<file path="src/rtl/serial_subtractor_if.sv">
// Operand/result bundle for the bit-serial subtractor.
// The ovf signal exists only when SERIAL_SUB_OVF_EN is defined.
interface serial_subtractor_if #(
    parameter int unsigned WIDTH = 8
);
    logic             start;
    logic [WIDTH-1:0] a_in;
    logic [WIDTH-1:0] b_in;
    logic             bin;
    logic             busy;
    logic             done;
    logic [WIDTH-1:0] diff;
    logic             bout;
`ifdef SERIAL_SUB_OVF_EN
    logic             ovf;

    modport master (
        output start, a_in, b_in, bin,
        input  busy, done, diff, bout, ovf
    );
    modport slave (
        input  start, a_in, b_in, bin,
        output busy, done, diff, bout, ovf
    );
`else
    modport master (
        output start, a_in, b_in, bin,
        input  busy, done, diff, bout
    );
    modport slave (
        input  start, a_in, b_in, bin,
        output busy, done, diff, bout
    );
`endif
endinterface

</file>
<file path="src/rtl/serial_subtractor.sv">
// Bit-serial WIDTH-bit subtractor (diff = a - b - bin), LSB first, one bit per clock.
// Optional two's-complement overflow flag enabled by SERIAL_SUB_OVF_EN.
module serial_subtractor #(
    parameter int unsigned WIDTH = 8
) (
    input logic                clk,
    input logic                rst,
    serial_subtractor_if.slave bus
);
    localparam int unsigned CntW = $clog2(WIDTH);
    localparam logic [CntW-1:0] CntLast = CntW'(WIDTH - 1);

    typedef enum logic {StIdle, StShift} state_e;

    state_e            state_q, state_d;
    logic [WIDTH-1:0]  sa_q, sa_d;
    logic [WIDTH-1:0]  sb_q, sb_d;
    logic [WIDTH-1:0]  sr_q, sr_d;
    logic              br_q, br_d;
    logic [CntW-1:0]   count_q, count_d;
    logic              busy_q, busy_d;
    logic              done_q, done_d;
    logic [WIDTH-1:0]  diff_q, diff_d;
    logic              bout_q, bout_d;
    logic              cell_diff, cell_borrow;
`ifdef SERIAL_SUB_OVF_EN
    logic              a_msb_q, a_msb_d;
    logic              b_msb_q, b_msb_d;
    logic              ovf_q, ovf_d;
`endif

    // Full-subtractor cell fed from the operand LSBs and the registered borrow.
    always_comb begin
        cell_diff   = sa_q[0] ^ sb_q[0] ^ br_q;
        cell_borrow = (~(sa_q[0] ^ sb_q[0]) & br_q) | (~sa_q[0] & sb_q[0]);
    end

    always_comb begin
        state_d = state_q;
        sa_d    = sa_q;
        sb_d    = sb_q;
        sr_d    = sr_q;
        br_d    = br_q;
        count_d = count_q;
        busy_d  = busy_q;
        done_d  = 1'b0;
        diff_d  = diff_q;
        bout_d  = bout_q;
`ifdef SERIAL_SUB_OVF_EN
        a_msb_d = a_msb_q;
        b_msb_d = b_msb_q;
        ovf_d   = ovf_q;
`endif
        unique case (state_q)
            StIdle: begin
                if (bus.start) begin
                    sa_d    = bus.a_in;
                    sb_d    = bus.b_in;
                    br_d    = bus.bin;
                    count_d = '0;
                    busy_d  = 1'b1;
                    state_d = StShift;
`ifdef SERIAL_SUB_OVF_EN
                    a_msb_d = bus.a_in[WIDTH-1];
                    b_msb_d = bus.b_in[WIDTH-1];
`endif
                end
            end
            StShift: begin
                sa_d = sa_q >> 1;
                sb_d = sb_q >> 1;
                br_d = cell_borrow;
                sr_d = {cell_diff, sr_q[WIDTH-1:1]};
                if (count_q == CntLast) begin
                    // Last bit: publish the full result, counter is left at its final value.
                    diff_d  = {cell_diff, sr_q[WIDTH-1:1]};
                    bout_d  = cell_borrow;
                    done_d  = 1'b1;
                    busy_d  = 1'b0;
                    state_d = StIdle;
`ifdef SERIAL_SUB_OVF_EN
                    ovf_d   = (a_msb_q != b_msb_q) && (cell_diff != a_msb_q);
`endif
                end else begin
                    count_d = count_q + 1'b1;
                end
            end
            default: state_d = StIdle;
        endcase
    end

    always_ff @(posedge clk) begin
        if (rst) begin
            state_q <= StIdle;
            sa_q    <= '0;
            sb_q    <= '0;
            sr_q    <= '0;
            br_q    <= 1'b0;
            count_q <= '0;
            busy_q  <= 1'b0;
            done_q  <= 1'b0;
            diff_q  <= '0;
            bout_q  <= 1'b0;
`ifdef SERIAL_SUB_OVF_EN
            a_msb_q <= 1'b0;
            b_msb_q <= 1'b0;
            ovf_q   <= 1'b0;
`endif
        end else begin
            state_q <= state_d;
            sa_q    <= sa_d;
            sb_q    <= sb_d;
            sr_q    <= sr_d;
            br_q    <= br_d;
            count_q <= count_d;
            busy_q  <= busy_d;
            done_q  <= done_d;
            diff_q  <= diff_d;
            bout_q  <= bout_d;
`ifdef SERIAL_SUB_OVF_EN
            a_msb_q <= a_msb_d;
            b_msb_q <= b_msb_d;
            ovf_q   <= ovf_d;
`endif
        end
    end

    assign bus.busy = busy_q;
    assign bus.done = done_q;
    assign bus.diff = diff_q;
    assign bus.bout = bout_q;
`ifdef SERIAL_SUB_OVF_EN
    assign bus.ovf  = ovf_q;
`endif

endmodule

</file>
<file path="src/flat_wrapper.sv">
// flat-port wrapper written by rule: the top's interface ports become plain ports
module serial_subtractor_flat 
#(
    parameter int unsigned WIDTH = 8
)
  (clk, rst, bus_start, bus_a_in, bus_b_in, bus_bin, bus_busy, bus_done, bus_diff, bus_bout);
  serial_subtractor_if #(.WIDTH(WIDTH)) bus_i ();
  input logic clk;
  input logic rst;
  input wire logic [$bits(bus_i.start)-1:0] bus_start;
  input wire logic [$bits(bus_i.a_in)-1:0] bus_a_in;
  input wire logic [$bits(bus_i.b_in)-1:0] bus_b_in;
  input wire logic [$bits(bus_i.bin)-1:0] bus_bin;
  output wire logic [$bits(bus_i.busy)-1:0] bus_busy;
  output wire logic [$bits(bus_i.done)-1:0] bus_done;
  output wire logic [$bits(bus_i.diff)-1:0] bus_diff;
  output wire logic [$bits(bus_i.bout)-1:0] bus_bout;
  assign bus_i.start = bus_start;
  assign bus_i.a_in = bus_a_in;
  assign bus_i.b_in = bus_b_in;
  assign bus_i.bin = bus_bin;
  assign bus_busy = bus_i.busy;
  assign bus_done = bus_i.done;
  assign bus_diff = bus_i.diff;
  assign bus_bout = bus_i.bout;
  serial_subtractor #(.WIDTH(WIDTH)) u_core (.clk(clk), .rst(rst), .bus(bus_i));
endmodule
</file>
<file path="config.mk">
export PLATFORM = sky130hd
export DESIGN_NAME = serial_subtractor_flat
export DESIGN_NICKNAME = d
export VERILOG_FILES = /design/src/rtl/serial_subtractor_if.sv /design/src/rtl/serial_subtractor.sv /design/src/flat_wrapper.sv
export SDC_FILE = /design/constraint.sdc
export NUM_CORES = 1
export LEC_CHECK = 0
export CORE_ASPECT_RATIO = 1.25
export CORE_MARGIN = 10
export CORE_UTILIZATION = 46
export CTS_CLUSTER_DIAMETER = 50
export CTS_CLUSTER_SIZE = 16
export DETAILED_ROUTE_END_ITERATION = 8
export GPL_TIMING_DRIVEN = 0
export PLACE_DENSITY = 0.75
export SLEW_MARGIN = 40
export SYNTH_ARGS = -nofsm -noshare
export SYNTH_HDL_FRONTEND = slang
export SYNTH_SLANG_ARGS = --single-unit
</file>
<file path="constraint.sdc">
create_clock -name clk -period 1.2 [get_ports clk]
set_input_delay 0.36 -clock clk [delete_from_list [all_inputs] [get_ports clk]]
set_output_delay 0.36 -clock clk [all_outputs]
set_load 0.05 [all_outputs]
</file>
==> impl_metrics.py <==
metrics = {
    "sta": {
        "max_freq_mhz": 799,
        "timing_max_transition_violations_final": 0,
        "grt_setup_unrepaired": "yes",
        "finalWorstPathRequiredPeriod_ns": 1.25,
        "postLayoutSetupSlackWorst_ns": -0.0519,
        "final_min_period_over_clock_period": 1.04,
        "tightestPinTransition_ns": 0.673,
        "final.hold.worst_slack_ns": 0.391,
        "report.final.setup_viol": 11,
        "finalClockSkew_ns": 0.00482,
        "max_slew_margin": 0.551,
        "finalHoldViolCount": 0,
    },
    "clocking": {
        "cts-buffers-inserted": 5,
        "clock_input_transition_at_the_sequential_cells_of_the_worst_setup_and_hold_paths_ns": 0.07,
        "cts_root_buffer": "sky130_fd_sc_hd__clkbuf_8",
        "clk_path_buf_depth": 2,
        "cts_max_level": 2,
        "clk-insertion-delay-late_ns": 0.29,
        "cts_hold_buf": 0,
        "cts.sink_count": 39,
        "cts_tree": "built",
    },
    "synth": {
        "syn-num-nets": 204,
        "yosys.cell_count.top_type": "sky130_fd_sc_hd__dfxtp_1",
        "ys_top_cells_by_area": "sky130_fd_sc_hd__dfxtp_1 47%, sky130_fd_sc_hd__mux2i_1 15%, sky130_fd_sc_hd__nand2_1 7.2%",
        "synthesis.area_um2": 1660,
        "ys_types": 25,
        "xor_and_xnor_fraction_of_the_mapped_netlist_area": 0.00528,
        "post_synth_mux_area_share": 0.151,
        "synth_fa_ha_area_frac": 0.0347,
        "synth_compound_gate_area_share": 0.106,
        "yosys_register_bits": 39,
        "synth_edf_count": 0,
        "synth.largest_area_cell": "sky130_fd_sc_hd__dfxtp_1",
        "synth.avg_cell_area_um2": 9.22,
        "share_of_async_settable_or_async_resettable_flops_after_synthesis": 0,
        "largest_family_of_logic_cells_by_synthesized_area": "simple AND/OR/NAND/NOR gates",
        "post_synth_inst_count": 180,
        "synth.yosys.seq_area_share": 0.470,
        "synth_simple_gate_area_share": 0.178,
        "yosys-top-cells-count": "39 x sky130_fd_sc_hd__dfxtp_1, 32 x sky130_fd_sc_hd__nand2_1, 25 x sky130_fd_sc_hd__mux2i_1",
        "synth_largest_type_area_fraction": 0.470,
        "synth_warnings": 0,
        "synth-main-ff-cell": "sky130_fd_sc_hd__dfxtp_1",
    },
    "power": {
        "leakage_nw": 0.905,
        "cell_internal_pwr_mw": 1.94,
        "vdd_drop_max_mv": 0.798,
        "pwr-share-seq": 0.539,
        "total_switching_power_mw": 0.634,
        "netSwitchingFraction": 0.246,
        "power.share.clock": 0.326,
        "power.density_nw_per_um2": 1150,
        "power.combinational.fraction": 0.134,
    },
    "worst_setup_path": {
        "worst_ep_arrival_time_ns": 1.40,
        "timing.critical_path.required_ns": 1.35,
        "worst-path-max-fanout": 5,
        "timing.critical_path.from_type": "flop",
        "worst-setup-path-type": "flop to flop",
        "setup.worst_path.end_class": "flop",
    },
    "hold_path": {
        "hold_path_class": "primary input to flop",
    },
    "floorplan": {
        "initial_standard_cell_utilization_of_the_core": 0.477,
        "core_um2": 3480,
        "die-area_um2": 6430,
        "dieHeight_um": 87.2,
        "io_pins": 31,
        "die_w_um": 73.7,
        "floorplan.rows": 24,
    },
    "place": {
        "port_buffers": 29,
        "dp_slack_ns": -0.510,
        "finalWeightedCongestion": 0.735,
        "dpl.hpwl_um": 2610,
        "placedInstanceArea_um2": 2030,
    },
    "status": {
        "run_status": "finished with violations",
        "failed_checks": "setup timing",
    },
    "grt": {
        "grt_util_all_layers": 0.120,
        "number_of_antenna_violations_at_the_first_check_in_global_routing": 0,
        "pin_count_of_the_biggest_net_entering_global_routing": 12,
        "grt_pass1_vias": 1347,
        "grt_remaining_overflow": 0,
        "grt_pass1_wl_um": 6250,
    },
    "routing": {
        "drt_pre_antenna_iters": 4,
        "postRouteAntennaNets": 0,
        "detailedRoute.firstIterationViolations": 60,
        "route.vias.total": 1331,
        "wl_um": 3700,
        "wl_per_cell_um": 14.2,
        "drc": 0,
        "routed_via_density": 5.12,
    },
    "finish": {
        "area_growth_syn_to_layout_pct": 35.3,
        "final_area_um2": 2250,
        "finalNetCount": 244,
        "n_fill_cell": 304,
        "drive_above_1_share": 0.285,
        "antenna_cells": 0,
    },
    "flow_run": {
        "cap_violations": 0,
    },
}
## cell usage in the layout (no fill, tap or decap), drive strengths merged
cell | netlist | layout
and2b | 3 | 3
nand2 | 32 | 32
mux2i | 25 | 25
a211oi | 5 | 5
o21bai | 1 | 1
nor3b | 1 | 1
buf | 9 | 24
clkbuf | 3 | 11
a21oi | 12 | 12
dfxtp | 39 | 39
inv | 3 | 3
ha | 3 | 3
and2 | 1 | 1
nor2 | 11 | 11
fa | 1 | 1
o21ai | 14 | 14
nand2b | 1 | 1
xnor2 | 1 | 1
nor3 | 3 | 3
clkinv | 0 | 1
clkdlybuf4s50 | 0 | 17
nor2b | 12 | 12
## power by group through the flow
| stage | sequential [mW] | clock [mW] | combinational (mW) |
|---|---|---|---|
| 2_1_floorplan | 1.42 | 0 | 0.207 |
| 3_3_place_gp | 1.41 | 0 | 0.319 |
| 3_5_place_dp | 1.41 | 0 | 0.331 |
| 4_1_cts | 1.38 | 0.860 | 0.337 |
| 5_1_grt | 1.39 | 0.916 | 0.384 |
| 6_report | 1.39 | 0.840 | 0.346 |
## sequential cells by signal, summed over array words and instances (netlist names)
signal and count:
u_core.br_q 1, u_core.sr_q 7, u_core.bus.diff 8, u_core.bus.bout 1, u_core.count_q 3, u_core.sb_q 8, u_core.sa_q 8, u_core.state_q 1
u_core.bus.done 1, u_core.bus.busy 1
## final cells by class
| class | count | area [µm²] | area share |
|---|---|---|---|
| plain buffers | 12 | 81.3 | 0.0362 |
| clock buffers | 7 | 76.3 | 0.0340 |
| clock inverters | 1 | 5.00 | 0.00223 |
| inverters | 3 | 11.3 | 0.00501 |
| multi-input cells | 126 | 897 | 0.399 |
| flip-flops and latches | 39 | 793 | 0.353 |
| well taps | 39 | 48.8 | 0.0217 |
| repair buffers | 33 | 333 | 0.148 |
## final timing paths
| kind | start | to | slack (ns) | cells past startpoint |
|---|---|---|---|---|
| max | u_core.count_q[0] | u_core.bus.diff[4] | -0.05 | 6 |
| min | rst | u_core.bus.bout | 0.39 | 2 |
| min reg2reg | u_core.bus.diff[5] | u_core.bus.diff[5] | 0.47 | 2 |
| max reg2reg | u_core.count_q[0] | u_core.bus.diff[4] | -0.05 | 6 |
## what timing repair did
item,4_1_cts,5_1_grt
endpoints found under the hold margin,0,0
cloned,1,0
setup endpoints to repair,40,33
gates resized for setup,88,22
pin swaps,14,4
buffers inserted,2,1
## worst max-delay path: stages, from the launching register on
cell and delay, ns:
sky130_fd_sc_hd__dfxtp_4 0.36, sky130_fd_sc_hd__ha_4 0.17, sky130_fd_sc_hd__ha_4 0.18, sky130_fd_sc_hd__and2_4 0.16
sky130_fd_sc_hd__buf_8 0.14, sky130_fd_sc_hd__nand2_2 0.06, sky130_fd_sc_hd__a21oi_2 0.04
## routing by layer
metal  GRT usage  part of all wire  up-vias  wire length, µm
li1            -                 -      677                -
met1       0.133              0.40      621             1490
met2       0.203              0.53       26             1980
met3      0.0434             0.048        7              177
met4      0.0424             0.016        0               60
met5           0                 0        -                0
## cell families (layout without fill, tap and decap cells)
family	Yosys count	count (layout)
AOI/OAI and AO/OA	32	32
and+or+nand+nor	64	64
xor gates and xnor gates	1	1
adders and majority gates	4	4
muxes	25	25
DFF	39	39
buffers and inverters	15	56
## stage by stage
step | power, mW | TNS (ns) | std cells | util
2_1_floorplan | 1.62 | 0 | 180 | -
3_3_place_gp | 1.73 | -11.41 | 248 | 0.584
3_5_place_dp | 1.74 | -12.21 | 248 | 0.584
4_1_cts | 2.58 | -0.440 | 259 | 0.622
5_1_grt | 2.69 | -0.922 | 260 | 0.645
6_report | 2.57 | -0.441 | 260 | 0.645
Note: power is estimated with default switching activity, not from simulation.
==> RTL change 1, RTL diff (same settings) <==
`sa_q`, `sb_q` and `sr_q` no longer have a reset.
--- a/src/rtl/serial_subtractor.sv
+++ b/src/rtl/serial_subtractor.sv
@@ -92,9 +92,6 @@
     always_ff @(posedge clk) begin
         if (rst) begin
             state_q <= StIdle;
-            sa_q    <= '0;
-            sb_q    <= '0;
-            sr_q    <= '0;
             br_q    <= 1'b0;
             count_q <= '0;
             busy_q  <= 1'b0;
@@ -108,9 +105,6 @@
 `endif
         end else begin
             state_q <= state_d;
-            sa_q    <= sa_d;
-            sb_q    <= sb_d;
-            sr_q    <= sr_d;
             br_q    <= br_d;
             count_q <= count_d;
             busy_q  <= busy_d;
@@ -125,6 +119,12 @@
         end
     end
 
+    always_ff @(posedge clk) begin
+        sa_q <= sa_d;
+        sb_q <= sb_d;
+        sr_q <= sr_d;
+    end
+
     assign bus.busy = busy_q;
     assign bus.done = done_q;
     assign bus.diff = diff_q;
Formal check against the unedited RTL: no difference found for any inputs over 10 cycles, from zero or initial values and one cycle with rst high; that may be too few to reach the edited logic, so the function may still have changed.
==> RTL change 1 against the original RTL <==
The run still ends with setup timing left; area after synthesis is 8.5% lower; global-route usage is 1.6 points lower; power is 5.2% higher; wire length is 19% lower; non-clock buffer count is 3 lower; largest power group unchanged; sequential cell count stayed put; critical path depth is 1 lower; final cell count is 24% lower; cell area is 6.9% lower; setup slack better by 43 ps; synthesized cell count is 36% lower.
==> RTL change 1: results (changes against the original RTL) <==
Worst path slowest cell dfxtp_2; unique cell type count in the Yosys netlist 21 (-16%); Syn Nets 139 (-32%); CP Max Fanout 6 (+1); reg2reg path depth 5 (-1); layout cells sized above 1 0.375 (+0.0899); vias in the first global route 1,062 (-21%); initial drt markers 50 (-17%); most area-consuming cells after synthesis edfxtp_1 (45%), dfxtp_1 (21%), mux2_2 (10%); post-route clock skew 3.12 ps (-1.70 ps); placed cell area 1870 µm² (-7.9%); non-filler cells, final 197 (-24%); LEAKAGE 0.784 nW (-13%); setup violators final 1 (-10); synth cell count leaders edfxtp_1 (23), nand2_1 (19), dfxtp_1 (16); fillers 250 (-18%); Total GRT Usage 0.103 (-0.0165); Worst EP arrival 1380 ps (-20 ps); max incr delay on CP 340 ps (-20 ps); post-DP HPWL 2120 µm (-19%); syn avg cell area 13.2 µm² (+43%); total CTS buffers 5 (unchanged); status finished with violations; largest net degree at the start of global routing 17 (+5); Placed Cells 181 (-27%); Post-synth EDFFs 23 (+23); failing checks setup timing; post-route setup slack -8.58 ps (+43.3 ps); worst slew pin tran 325 ps (-348 ps); Pwr per Cell Area 1290 nW/µm² (+13%); first-pass GRT wire length 5000 µm (-20%); Placer Congestion 0.759 (+3.3%); setup TNS -8.58 ps (+433 ps); Worst VDD drop 0.983 mV (+23%); post-synthesis sequential area ratio 0.666 (+0.195)
## RTL change 1: what timing repair did
action                                  4_1_cts  5_1_grt
endpoints found under the setup margin       54       39
hold buffers                                  0        0
gates cloned                                  1        0
gates resized for setup                      79       18
pin swaps                                     3        1
buffers inserted                              6        1
## RTL change 1: where the power goes
group / total (mW) / internal [mW] / switching (mW)
Combinational: 0.264 / 0.152 / 0.112
Sequential: 1.56 / 1.52 / 0.0365
Clock: 0.882 / 0.460 / 0.423
## RTL change 1: layer usage
layer	global-route usage	vias to the layer above	share of wire
met3	0.0448	7	0.083
met5	0	-	0
met4	0.0529	0	0.020
li1	-	486	-
met2	0.180	36	0.50
met1	0.100	475	0.39
## RTL change 1: final timing paths
path                                   start  slack [ps]                               to
min reg2reg  u_core.bus.diff[1]$_SDFFE_PP0P_         460  u_core.bus.diff[1]$_SDFFE_PP0P_
min                                      rst         420  u_core.bus.diff[7]$_SDFFE_PP0P_
max reg2reg   u_core.count_q[1]$_SDFFE_PP0P_          -9   u_core.count_q[1]$_SDFFE_PP0P_
max           u_core.count_q[1]$_SDFFE_PP0P_          -9   u_core.count_q[1]$_SDFFE_PP0P_
## RTL change 1: kinds of logic (layout without fill, tap and decap cells)
group / count (synthesis) / after routing / share of synthesized area
flops: 39 / 39 / 0.666
simple gates: 32 / 32 / 0.0947
compound gates: 18 / 18 / 0.0675
mux: 14 / 14 / 0.104
buf+inv: 8 / 53 / 0.0305
fa+ha+maj: 4 / 4 / 0.0379
## RTL change 1: layout make-up
type / instances / area share
inverter: 3 / 0.00778
timing repair buffer: 37 / 0.173
multi-input combinational: 68 / 0.245
tap: 37 / 0.0221
sequential: 39 / 0.488
clock buffer: 7 / 0.0413
clock inverter: 1 / 0.00179
buffer: 5 / 0.0203
## RTL change 1: stage by stage
| stage | hold WS (ps) | worst slack [ps] |
|---|---|---|
| after floorplan | 426 | 2.37 |
| after global placement | 433 | -440 |
| after detailed placement | 449 | -499 |
| after CTS | 428 | 3.63 |
| after global routing | 462 | -50.9 |
| final | 421 | -8.58 |
==> RTL change 2, RTL diff (same flow settings) <==
Made on the original files. `WIDTH` is set to 8 in 3 places; all go to 16.
--- a/src/rtl/serial_subtractor_if.sv
+++ b/src/rtl/serial_subtractor_if.sv
@@ -1,7 +1,7 @@
 // Operand/result bundle for the bit-serial subtractor.
 // The ovf signal exists only when SERIAL_SUB_OVF_EN is defined.
 interface serial_subtractor_if #(
-    parameter int unsigned WIDTH = 8
+    parameter int unsigned WIDTH = 16
 );
     logic             start;
     logic [WIDTH-1:0] a_in;
--- a/src/rtl/serial_subtractor.sv
+++ b/src/rtl/serial_subtractor.sv
@@ -1,7 +1,7 @@
 // Bit-serial WIDTH-bit subtractor (diff = a - b - bin), LSB first, one bit per clock.
 // Optional two's-complement overflow flag enabled by SERIAL_SUB_OVF_EN.
 module serial_subtractor #(
-    parameter int unsigned WIDTH = 8
+    parameter int unsigned WIDTH = 16
 ) (
     input logic                clk,
     input logic                rst,
--- a/src/flat_wrapper.sv
+++ b/src/flat_wrapper.sv
@@ -1,7 +1,7 @@
 // flat-port wrapper written by rule: the top's interface ports become plain ports
 module serial_subtractor_flat 
 #(
-    parameter int unsigned WIDTH = 8
+    parameter int unsigned WIDTH = 16
 )
   (clk, rst, bus_start, bus_a_in, bus_b_in, bus_bin, bus_busy, bus_done, bus_diff, bus_bout);
   serial_subtractor_if #(.WIDTH(WIDTH)) bus_i ();
Interface: changed (resized bus_a_in, bus_b_in and bus_diff); port bits go from 31 to 55. No check against the original RTL was run, so the function may have changed too.
==> RTL change 2 against the original RTL <==
The run still ends with setup timing left; power grew 100%; cell area up 81%; sequential cell count grew 33; combinational power grew 68%; wire length up 60%; setup slack better by 21 ps; critical path depth is 1 lower; clock skew is 4.2 ps higher; largest power group unchanged; area after synthesis increased by 76%.
==> RTL change 2: results (changes against the original RTL) <==
fraction of area in multi-input gates 0.332 (-0.0678); CLK BUF 10 (+3); Clock Latency Late Sink 340 ps (+50 ps); post-DP HPWL 4150 µm (+59%); Worst EP arrival 1470 ps (+70 ps); Total GRT Usage 0.127 (+0.00683); Global Route met1 Usage 0.142 (+0.00965); r2r startpoint u_core.count_q[1]$_SDFFE_PP0P_; ClkCell Share 0.0542 (+0.0179); post-synthesis sequential area ratio 0.493 (+0.0227); via count 2,126 (+60%); met2 wire length 2960 µm (+49%); post-route setup slack -30.6 ps (+21.3 ps); Post-Syn Instances 263 (+46%); total CTS buffers 9 (+4); non-filler cells, final 429 (+65%); LEAKAGE 1.70 nW (+88%); status finished with violations; H-tree level count 3 (+1); failing checks setup timing; Multi-In Gates 168 (+33%); fillers 498 (+64%); Final period util 1.03 (-0.0178); placed cell area 3580 µm² (+76%); layout cells sized above 1 0.265 (-0.0205); most area-consuming cells after synthesis dfxtp_1 (49%), mux2i_1 (16%), mux2_1 (12%); core box area 6170 µm² (+77%); flops & latches, synth 72 (+85%); setup violators final 21 (+10); met3 wire length 276 µm (+56%); met2 usage 0.210 (+0.00611); Worst VDD drop 0.821 mV (+2.9%); Non-clock buffers 83 (+84%); NonClk Buf Share 0.222 (+0.0374)
## RTL change 2: kinds of logic after synthesis
group,count (synthesis),share of synthesized area
buffers and inverters,23,0.0501
AOI/OAI and AO/OA,26,0.0702
DFF,72,0.493
muxes,77,0.276
adders and majority gates,2,0.0111
and+or+nand+nor,63,0.0993
## RTL change 2: what timing repair did
| action | 4_1_cts | 5_1_grt |
|---|---|---|
| buffers inserted | 11 | 1 |
| pin swaps | 20 | 5 |
| setup endpoints to repair | 83 | 84 |
| hold buffers | 0 | 0 |
| gates resized for setup | 175 | 16 |
| gates cloned | 1 | 0 |
## RTL change 2: worst paths after layout
check             slack (ps)                         endpoint
setup / recovery         -30  u_core.bus.diff[8]$_SDFFE_PP0P_
hold / removal           380        u_core.state_q$_SDFF_PP0_
setup reg to reg         -30  u_core.bus.diff[8]$_SDFFE_PP0P_
hold reg to reg          490  u_core.bus.diff[0]$_SDFFE_PP0P_
## RTL change 2: power by group
group	internal, mW	switching, mW
logic	0.337	0.245
clock network	1.22	0.887
registers	2.48	0.0480
